`config.mk`:
```
export PLATFORM = sky130hd
export DESIGN_NAME = mem_seq
export DESIGN_NICKNAME = d
export VERILOG_FILES = /design/src/rtl/mem_seq.sv
export SDC_FILE = /design/constraint.sdc
export NUM_CORES = 1
export LEC_CHECK = 0
export BUFFER_PORTS_ARGS = -buffer_cell sky130_fd_sc_hd__buf_2
export CORE_MARGIN = 2
export CORE_UTILIZATION = 40
export DETAILED_ROUTE_END_ITERATION = 6
export GPL_TIMING_DRIVEN = 0
export SLEW_MARGIN = 20
export SYNTH_ARGS = -nofsm -noshare
export SYNTH_HDL_FRONTEND = slang
export SYNTH_SLANG_ARGS = --single-unit
```
`constraint.sdc`:
```
create_clock -name clock -period 6.4 [get_ports clock]
set_clock_uncertainty 0.05 [all_clocks]
set_input_delay 1.92 -clock clock [delete_from_list [all_inputs] [get_ports clock]]
set_output_delay 1.92 -clock clock [all_outputs]
set_load 0.01 [all_outputs]
```
`src/rtl/mem_seq.sv`:
```
// mem_seq: sequences 1/2/4-byte read, write, push and pop requests as little-endian byte beats on an 8-bit bus.
module mem_seq #(
  parameter int AW   = 20,
  parameter int MAXB = 4
) (
  input  logic              clock,
  input  logic              reset_n,
  input  logic              start,
  input  logic [1:0]        op,
  input  logic [1:0]        size,
  input  logic              sext,
  input  logic [AW-1:0]     base,
  input  logic [8*MAXB-1:0] wdata,
  input  logic              mem_ready,
  input  logic [7:0]        data,
  output logic [AW-1:0]     address,
  output logic [7:0]        out,
  output logic              wren,
  output logic              busy,
  output logic              done,
  output logic [8*MAXB-1:0] rdata,
  output logic [AW-1:0]     new_sp
);
  typedef enum logic [2:0] {IDLE, WR, RA, RC, FIN} state_t;
  state_t state, state_nx;
  logic [2:0] k, n_r, n_raw, n_in;
  logic [1:0] op_r;
  logic sext_r, last, sgn;
  logic [AW-1:0] base_r, a_r, a_in, sp_nx;
  logic [8*MAXB-1:0] wdata_r, rd_nx;
  always_comb begin
    n_raw = size == 2'd0 ? 3'd1 : size == 2'd1 ? 3'd2 : size == 2'd2 ? 3'd4 : 3'(MAXB);
    n_in  = n_raw > 3'(MAXB) ? 3'(MAXB) : n_raw;
    a_in  = op == 2'b10 ? base - AW'(n_in) : base;
    last  = k == n_r - 3'd1;
    sp_nx = op_r == 2'b10 ? a_r : op_r == 2'b11 ? base_r + AW'(n_r) : base_r;
  end
  always_ff @(posedge clock or negedge reset_n)
    if (!reset_n) state <= IDLE;
    else state <= state_nx;
  always_comb begin
    state_nx = state;
    wren = 1'b0;
    busy = 1'b0;
    done = 1'b0;
    out = 8'h00;
    case (state)
      IDLE: if (start) state_nx = (op[1] ^ op[0]) ? WR : RA;
      WR: begin
        wren = 1'b1;
        busy = 1'b1;
        out = 8'(wdata_r >> {k, 3'b000});
        if (mem_ready && last) state_nx = FIN;
      end
      RA: begin
        busy = 1'b1;
        if (mem_ready) state_nx = RC;
      end
      RC: begin
        busy = 1'b1;
        if (mem_ready) state_nx = last ? FIN : RA;
      end
      FIN: begin
        done = 1'b1;
        state_nx = IDLE;
      end
      default: state_nx = IDLE;
    endcase
  end
  // Upper bytes are refilled on every capture; only the final capture's fill survives.
  always_comb begin
    rd_nx = rdata;
    for (int j = 0; j < MAXB; j++) if (j == int'(k)) rd_nx[8*j +: 8] = data;
    sgn = sext_r & 1'(rd_nx >> {n_r - 3'd1, 3'b111});
    for (int j = 0; j < MAXB; j++) if (j >= int'(n_r)) rd_nx[8*j +: 8] = {8{sgn}};
  end
  always_ff @(posedge clock or negedge reset_n)
    if (!reset_n) begin
      k <= '0;
      n_r <= 3'd1;
      op_r <= '0;
      sext_r <= 1'b0;
      base_r <= '0;
      a_r <= '0;
      wdata_r <= '0;
      address <= '0;
      rdata <= '0;
      new_sp <= '0;
    end else begin
      if (state == IDLE && start) begin
        k <= '0;
        address <= a_in;
        a_r <= a_in;
        n_r <= n_in;
        op_r <= op;
        sext_r <= sext;
        base_r <= base;
        wdata_r <= wdata;
      end
      if (mem_ready && !last && (state == WR || state == RC)) begin
        k <= k + 3'd1;
        address <= address + AW'(1);
      end
      if (state == RC && mem_ready) rdata <= rd_nx;
      if (state_nx == FIN && state != FIN) new_sp <= sp_nx;
    end
endmodule

```
==> run summary, run 1 <==
Synth Area in Compound Gates -> 0.123
setup TNS -> 0 ns
area delta synth->final -> 21.2%
number of distinct library cells after synthesis -> 65
Tmin final -> 4.37 ns
period utilisation layout -> 0.683
xor/xnor share of the synthesized area -> 0.0416
FF-to-FF path depth -> 8
largest net degree at the start of global routing -> 92
Post-synth EDFFs -> 0
post-cts resize count -> 0
Synth Area in Adders -> 0.0318
Die Y -> 145 µm
Synth Instances -> 890
Die Area -> 21,000 µm²
CTS Buf Count -> 17
top cells by area, synth -> dfrtp_1 49%, nand2_1 12%, a21oi_1 4.0%, o21ai_0 3.5%, nor2_1 3.4%
FF+latch count, synth -> 156
Peak supply drop -> 0.206 mV
dpl hpwl -> 16.5 mm
Post CTS Setup Buffer Count -> 0
Longest Clk Path Bufs -> 2
DR pass1 iterations -> 5
area leader, netlist -> dfrtp_1
initial antenna violation count -> 5
post-route ant nets -> 0
share of flip-flops with an asynchronous set or reset -> 1.00
Starting DRT DRC Count -> 408
mapped cell area -> 7940 µm²
clock slew at reported path FFs -> 0.07 ns
status -> finished, final reports clean
# hold bufs at CTS -> 0
vias per cell -> 5.08
H-tree lvl count -> 4
ports placed on the boundary -> 152
Setup Viol. Count Final -> 0
CTS Sinks -> 156
post-synth top area share -> 0.488
Die X -> 145 µm
final hold vios -> 0
WP data required -> 4.43 ns
row count -> 51
Slew headroom -> 0.261
Synth Area in Simple Gates -> 0.236
worst reg2reg path endpoint -> address[17]
RSZ-0062 raised after global routing -> no
Critical Path Source Type -> flip-flop
layout cell share with drive strength beyond 1 -> 0.194
Clock Latency Late Sink -> 0.43 ns
Total Wirelength -> 22.4 mm
Fmax -> 229 MHz
main combinational cell family by area after synthesis -> simple AND/OR/NAND/NOR gates
sequential share of the synthesized area -> 0.492
Critical path origin -> state[2]
Arr. time, crit path -> 2.40 ns
CP endpoint kind -> output pin
Syn Nets -> 978
via count -> 6,821
global route overflow -> 0
critical path fanouts, max -> 9
vias in the first global route -> 6,870
Slew @ Worst Pin -> 1.11 ns
maxcap violations -> 0
fin nets -> 1,149
Most used DFF post-synth -> dfrtp_1
reg2reg start -> n_r[0]
clock tree from TritonCTS -> built
WHS -> 0.419 ns
post-synthesis mux area share -> 0.0477
WL/cell -> 16.7 µm
gr usage total -> 0.220
GP Congestion -> 0.847
DRC viols -> 0
Synth Warn # -> 0
syn_area_per_cell -> 8.92 µm²
crit path capture -> out[5]
crit path kind -> flip-flop to output pin
leakage power -> 4.61 nW
Initial Util -> 0.408
hold crit path type -> flip-flop to flip-flop
first-pass GRT wire length -> 36.8 mm
Final Max Slew Viols -> 0
Cell Pwr Density -> 485 nW/µm²
CORE AREA -> 19,500 µm²
IO buf count -> 151
clock root buffer -> clkbuf_16
reg2reg setup slack -> 3.24 ns
-- worst max-delay path: stages (launching register included) --
cell and delay [ns]:
dfrtp_1 0.38, clkbuf_1 0.20, nor3b_1 0.92, and3_1 0.32, buf_2 0.14
-- metrics by stage --
step / cells / cell area [µm²] / utilization / worst slack, ns / power, mW
after global placement: 1306 / 9030 / 0.464 / 0.873 / 3.70
after global routing: 1341 / 9620 / 0.494 / 1.93 / 5.07
after detailed placement: 1307 / 9070 / 0.466 / 1.76 / 3.74
after CTS: 1339 / 9620 / 0.494 / 2.00 / 4.70
final: 1342 / 9620 / 0.495 / 2.03 / 4.67
after floorplan: 890 / 7940 / - / 2.43 / 3.04
-- worst min path at each step --
stage / startpoint / to / slack [ns] / cells after the start
global placement: wdata_r[18] / wdata_r[18] / 0.40 / 2
detailed placement: wdata_r[16] / wdata_r[16] / 0.41 / 2
global route: new_sp[14] / new_sp[14] / 0.45 / 2
CTS: wdata_r[16] / wdata_r[16] / 0.42 / 2
floorplan: wdata_r[16] / wdata_r[16] / 0.39 / 2
finish: wdata_r[16] / wdata_r[16] / 0.42 / 2
-- state kept, by name (all words and copies together), names as in the netlist, 2 cells and up --
register,cells
k,3
n_r,3
op_r,2
base_r,20
state,3
wdata_r,32
address,20
new_sp,20
rdata,32
a_r,20
-- cell type report --
cell class	instances	area, µm²
antenna	3	7.51
buffer	39	155
clock buffer	18	429
clock inverter	14	114
fill	1890	9840
inverter	18	67.6
multi-input combinational	677	3820
sequential	156	3910
tap	265	332
timing repair buffer	152	793
-- layout by cell type, fill, tap and decap left out, types with 8 or more instances in the layout --
master	Yosys	layout
nand2_1	260	260
buf_2	7	157
dfrtp_1	155	155
nor2_1	73	73
a21oi_1	63	63
o21ai_0	56	56
clkbuf_1	29	30
xnor2_1	27	27
nand3_1	20	20
inv_1	18	18
ha_1	17	17
clkbuf_16	0	17
and3_1	15	15
mux2i_1	15	15
nor4_1	10	10
nand4_1	9	9
mux4_2	8	8
nor3_1	8	8
xor2_1	8	8
-- Yosys cell counts (7+ instances only) --
| library cell | count |
|---|---|
| nand2_1 | 260 |
| inv_1 | 18 |
| xor2_1 | 8 |
| nand3_1 | 20 |
| nor3_1 | 8 |
| clkbuf_1 | 29 |
| buf_2 | 7 |
| xnor2_1 | 27 |
| mux4_2 | 8 |
| nand4_1 | 9 |
| nor4_1 | 10 |
| dfrtp_1 | 155 |
| mux2i_1 | 15 |
| and3_1 | 15 |
| nor2_1 | 73 |
| o21ai_0 | 56 |
| a21oi_1 | 63 |
| ha_1 | 17 |
-- per-layer routing --
metal / up-vias / part of all wire / GRT usage
li1: 3401 / - / -
met1: 3211 / 0.48 / 0.308
met2: 175 / 0.45 / 0.339
met3: 30 / 0.056 / 0.0553
met4: 4 / 0.016 / 0.0624
met5: - / 0.00094 / 0
-- kinds of logic after synthesis --
group,after synthesis
simple gates,429
mux,26
xor+xnor,36
buf+inv,57
flops,156
compound gates,167
fa+ha+maj,19
-- power by group --
group | internal [mW] | switching, mW
clock | 0.503 | 0.446
sequential | 1.45 | 0.356
combinational | 0.799 | 1.12
total | 2.75 | 1.92
(Power assumes the default switching activity.)
==> inputs of run 2 (changes only) <==
--- a/config.mk
+++ b/config.mk
@@ -5,6 +5,7 @@
 export SDC_FILE = /design/constraint.sdc
 export NUM_CORES = 1
 export LEC_CHECK = 0
+export ABC_AREA = 1
 export BUFFER_PORTS_ARGS = -buffer_cell sky130_fd_sc_hd__buf_2
 export CORE_MARGIN = 2
 export CORE_UTILIZATION = 40
==> constraint.sdc (replaced) <==
create_clock -name clock -period 3.8 [get_ports clock]
set_clock_uncertainty 0.05 [all_clocks]
set_input_delay 1.14 -clock clock [delete_from_list [all_inputs] [get_ports clock]]
set_output_delay 1.14 -clock clock [all_outputs]
set_load 0.01 [all_outputs]
==> run 2 against run 1 <==
Effect of this change:
- synthesized cell count up 30%
- cell area grew 6.4%
- via count rose by 17%
- synthesized area grew 7.5%
- die area up 7.2%
- clock power grew 75%
- combinational power rose by 85%
- final cell count rose by 20%
- hold slack hardly changed
- register-to-register slack lost 2.1 ns
- critical endpoint is now out[0]
- largest cell class is now multi-input gates
- highest routed layer is now met4
==> run summary, run 2 <==
status -> finished, final reports clean
total power -> 8.30 mW (+78%)
Logic pwr share -> 0.428 (+0.017)
RSZ-0062 raised after global routing -> no
DRC viols -> 0 (unchanged)
largest net degree at the start of global routing -> 95 (+3.3%)
GP Congestion -> 0.877 (+3.6%)
dpl hpwl -> 18.6 mm (+13%)
Slew @ Worst Pin -> 0.677 ns (-0.429 ns)
maxcap violations -> 0 (unchanged)
Final Max Slew Viols -> 0 (unchanged)
CP endpoint kind -> output pin
Synth top cells by count -> 387 x nand2_1, 155 x dfrtp_1, 132 x nor2_1
# hold bufs at CTS -> 0 (unchanged)
Total Wirelength -> 24.4 mm (+8.8%)
biggest regs -> rdata x32, wdata_r x32
initial antenna violation count -> 1 (-4)
Final Non-Filler Cells -> 1,613 (+20%)
period utilisation layout -> 0.881
first-pass GRT wire length -> 39.3 mm (+6.8%)
DR pass1 iterations -> 5 (unchanged)
leakage power -> 5.30 nW (+15%)
Syn Nets -> 1,241 (+27%)
Die Area -> 22,500 µm² (+7.2%)
Worst Hold Path Cells -> 2 (unchanged)
clock slew at reported path FFs -> 0.07 ns (about the same)
Internal Power -> 4.69 mW (+71%)
vias per cell -> 4.95 (-2.6%)
critical path fanouts, max -> 11 (+2)
WL/cell -> 15.1 µm (-9.4%)
Synth Instances -> 1,153 (+30%)
Starting DRT DRC Count -> 469 (+15%)
Arr. time, crit path -> 2.16 ns (-0.24 ns)
crit path kind -> flip-flop to output pin
Fmax -> 299 MHz
gr usage total -> 0.223 (+0.00340)
FF+latch count, synth -> 156 (unchanged)
CTS Buf Count -> 17 (unchanged)
hold crit path type -> flip-flop to flip-flop
sequential power share -> 0.372 (-0.014)
DP Cell Count -> 1,580 (+21%)
share of flip-flops with an asynchronous set or reset -> 1.00 (unchanged)
most common cell in the synthesized netlist -> nand2_1
Initial Util -> 0.407 (-0.000828)
row count -> 53 (+3.9%)
Net Sw Frac -> 0.434 (+0.0233)
final instance area -> 10,200 µm² (+6.4%)
Net Switching -> 3.60 mW (+88%)
Cell Pwr Density -> 810 nW/µm² (+67%)
H-tree lvl count -> 4 (unchanged)
sequential share of the synthesized area -> 0.458 (-0.0341)
top cells by area, synth -> dfrtp_1 45%, nand2_1 17%, nor2_1 5.8%, o21ai_0 4.8%, a21oi_1 4.5%
ports placed on the boundary -> 152 (unchanged)
Tmin final -> 3.35 ns
Critical Path Source Type -> flip-flop
layout cell share with drive strength beyond 1 -> 0.168 (-0.0254)
Peak supply drop -> 0.333 mV (+61%)
Die X -> 150 µm (+3.6%)
Clk pwr share -> 0.201 (-0.002)
final core utilization -> 0.489 (-0.00573)
commonest non-fill, non-tap cell in the layout -> nand2_1
area delta synth->final -> 20.0%
Post-synth EDFFs -> 0 (unchanged)
syn_area_per_cell -> 7.40 µm² (-17%)
global route overflow -> 0 (unchanged)
Clock Latency Late Sink -> 0.43 ns (about the same)
mapped cell area -> 8530 µm² (+7.5%)
clock tree from TritonCTS -> built
FF-to-FF path depth -> 10 (+2)
WP data required -> 2.61 ns (-1.82 ns)
Post CTS Setup Buffer Count -> 0 (unchanged)
Most used DFF post-synth -> dfrtp_1
number of distinct library cells after synthesis -> 40 (-38%)
Slew headroom -> 0.549 (+0.288)
CTS Sinks -> 156 (unchanged)
Layout fillers -> 2,187 (+16%)
commonest non-fill, non-tap cells in the layout -> 387 x nand2_1, 165 x buf_2, 155 x dfrtp_1, 132 x nor2_1, 99 x inv_1
vias in the first global route -> 7,549 (+9.9%)
post-route ant nets -> 0 (unchanged)
post-cts resize count -> 0 (unchanged)
via count -> 7,984 (+17%)
post-synth top area share -> 0.454 (-0.0339)
DP Area -> 9670 µm² (+6.6%)
clock root buffer -> clkbuf_16
IO buf count -> 151 (unchanged)
Die Y -> 150 µm (+3.6%)
area leader, netlist -> dfrtp_1
Longest Clk Path Bufs -> 2 (unchanged)
fin nets -> 1,412 (+23%)
final hold vios -> 0 (unchanged)
Setup Viol. Count Final -> 0 (unchanged)
setup TNS -> 0 ns (unchanged)
CORE AREA -> 21,000 µm² (+7.7%)
Synth Warn # -> 0 (unchanged)
-- run 2: cell types whose count changed after synthesis, moves of 15 or more --
cell,before,now
nand2_1,260,387
and3_1,15,0
clkbuf_1,29,11
nand3_1,20,73
o21ai_0,56,82
inv_1,18,99
xnor2_1,27,7
nor2_1,73,132
-- run 2: per-layer routing --
metal | vias up | part of all wire | track usage
li1 | 4085 | - | -
met1 | 3667 | 0.48 | 0.318
met2 | 206 | 0.46 | 0.355
met3 | 26 | 0.047 | 0.0299
met4 | 0 | 0.015 | 0.0689
met5 | - | 0 | 0
-- run 2: metrics by stage --
| stage | hold slack, ns | setup slack [ns] |
|---|---|---|
| final | 0.419 | 0.451 |
| after floorplan | 0.387 | 0.980 |
| after global routing | 0.439 | 0.256 |
| after CTS | 0.421 | 0.454 |
| after global placement | 0.399 | -0.943 |
| after detailed placement | 0.404 | 0.459 |
-- run 2: layout make-up --
| type | instances | area [µm²] | share of cell area |
|---|---|---|---|
| multi-input cells | 858 | 4040 | 0.394 |
| inverters | 105 | 394 | 0.0385 |
| well taps | 275 | 344 | 0.0336 |
| diodes | 1 | 2.50 | 0.000244 |
| plain buffers | 34 | 195 | 0.0191 |
| clock inverters | 13 | 135 | 0.0132 |
| repair buffers | 152 | 793 | 0.0774 |
| flip-flops and latches | 156 | 3910 | 0.381 |
| clock buffers | 19 | 433 | 0.0423 |
-- run 2: worst paths after layout --
| path | from | endpoint | slack [ns] |
|---|---|---|---|
| setup / recovery | k[0] | out[0] | 0.45 |
| hold / removal | wdata_r[12] | wdata_r[12] | 0.42 |
| setup reg to reg | k[0] | rdata[27] | 1.17 |
| hold reg to reg | wdata_r[12] | wdata_r[12] | 0.42 |
| max in group asynchronous | reset_n | n_r[0] | 2.26 |
| min in group asynchronous | reset_n | wdata_r[24] | 0.58 |
-- run 2: critical path: stages, from the launching register on --
cell and delay (ns):
dfrtp_1 0.40, buf_4 0.18, clkinv_1 0.16, clkbuf_1 0.43, o21ai_0 0.23, a21oi_1 0.18
buf_2 0.16
-- run 2: cell families after synthesis --
| logic type | after synthesis | synth area share |
|---|---|---|
| and+or+nand+nor | 627 | 0.302 |
| AOI/OAI and AO/OA | 190 | 0.119 |
| DFF | 156 | 0.458 |
| buffers and inverters | 139 | 0.0691 |
| xor gates and xnor gates | 21 | 0.0216 |
| adders and majority gates | 19 | 0.0296 |
| muxes | 1 | 0.00117 |
-- run 2: power groups by stage --
stage | combinational (mW) | clock (mW) | sequential, mW
after CTS | 3.58 | 1.70 | 3.08
after global placement | 3.52 | 0 | 3.09
after global routing | 4.09 | 1.75 | 3.19
after floorplan | 2.27 | 0 | 3.12
final | 3.55 | 1.66 | 3.08
after detailed placement | 3.56 | 0 | 3.10
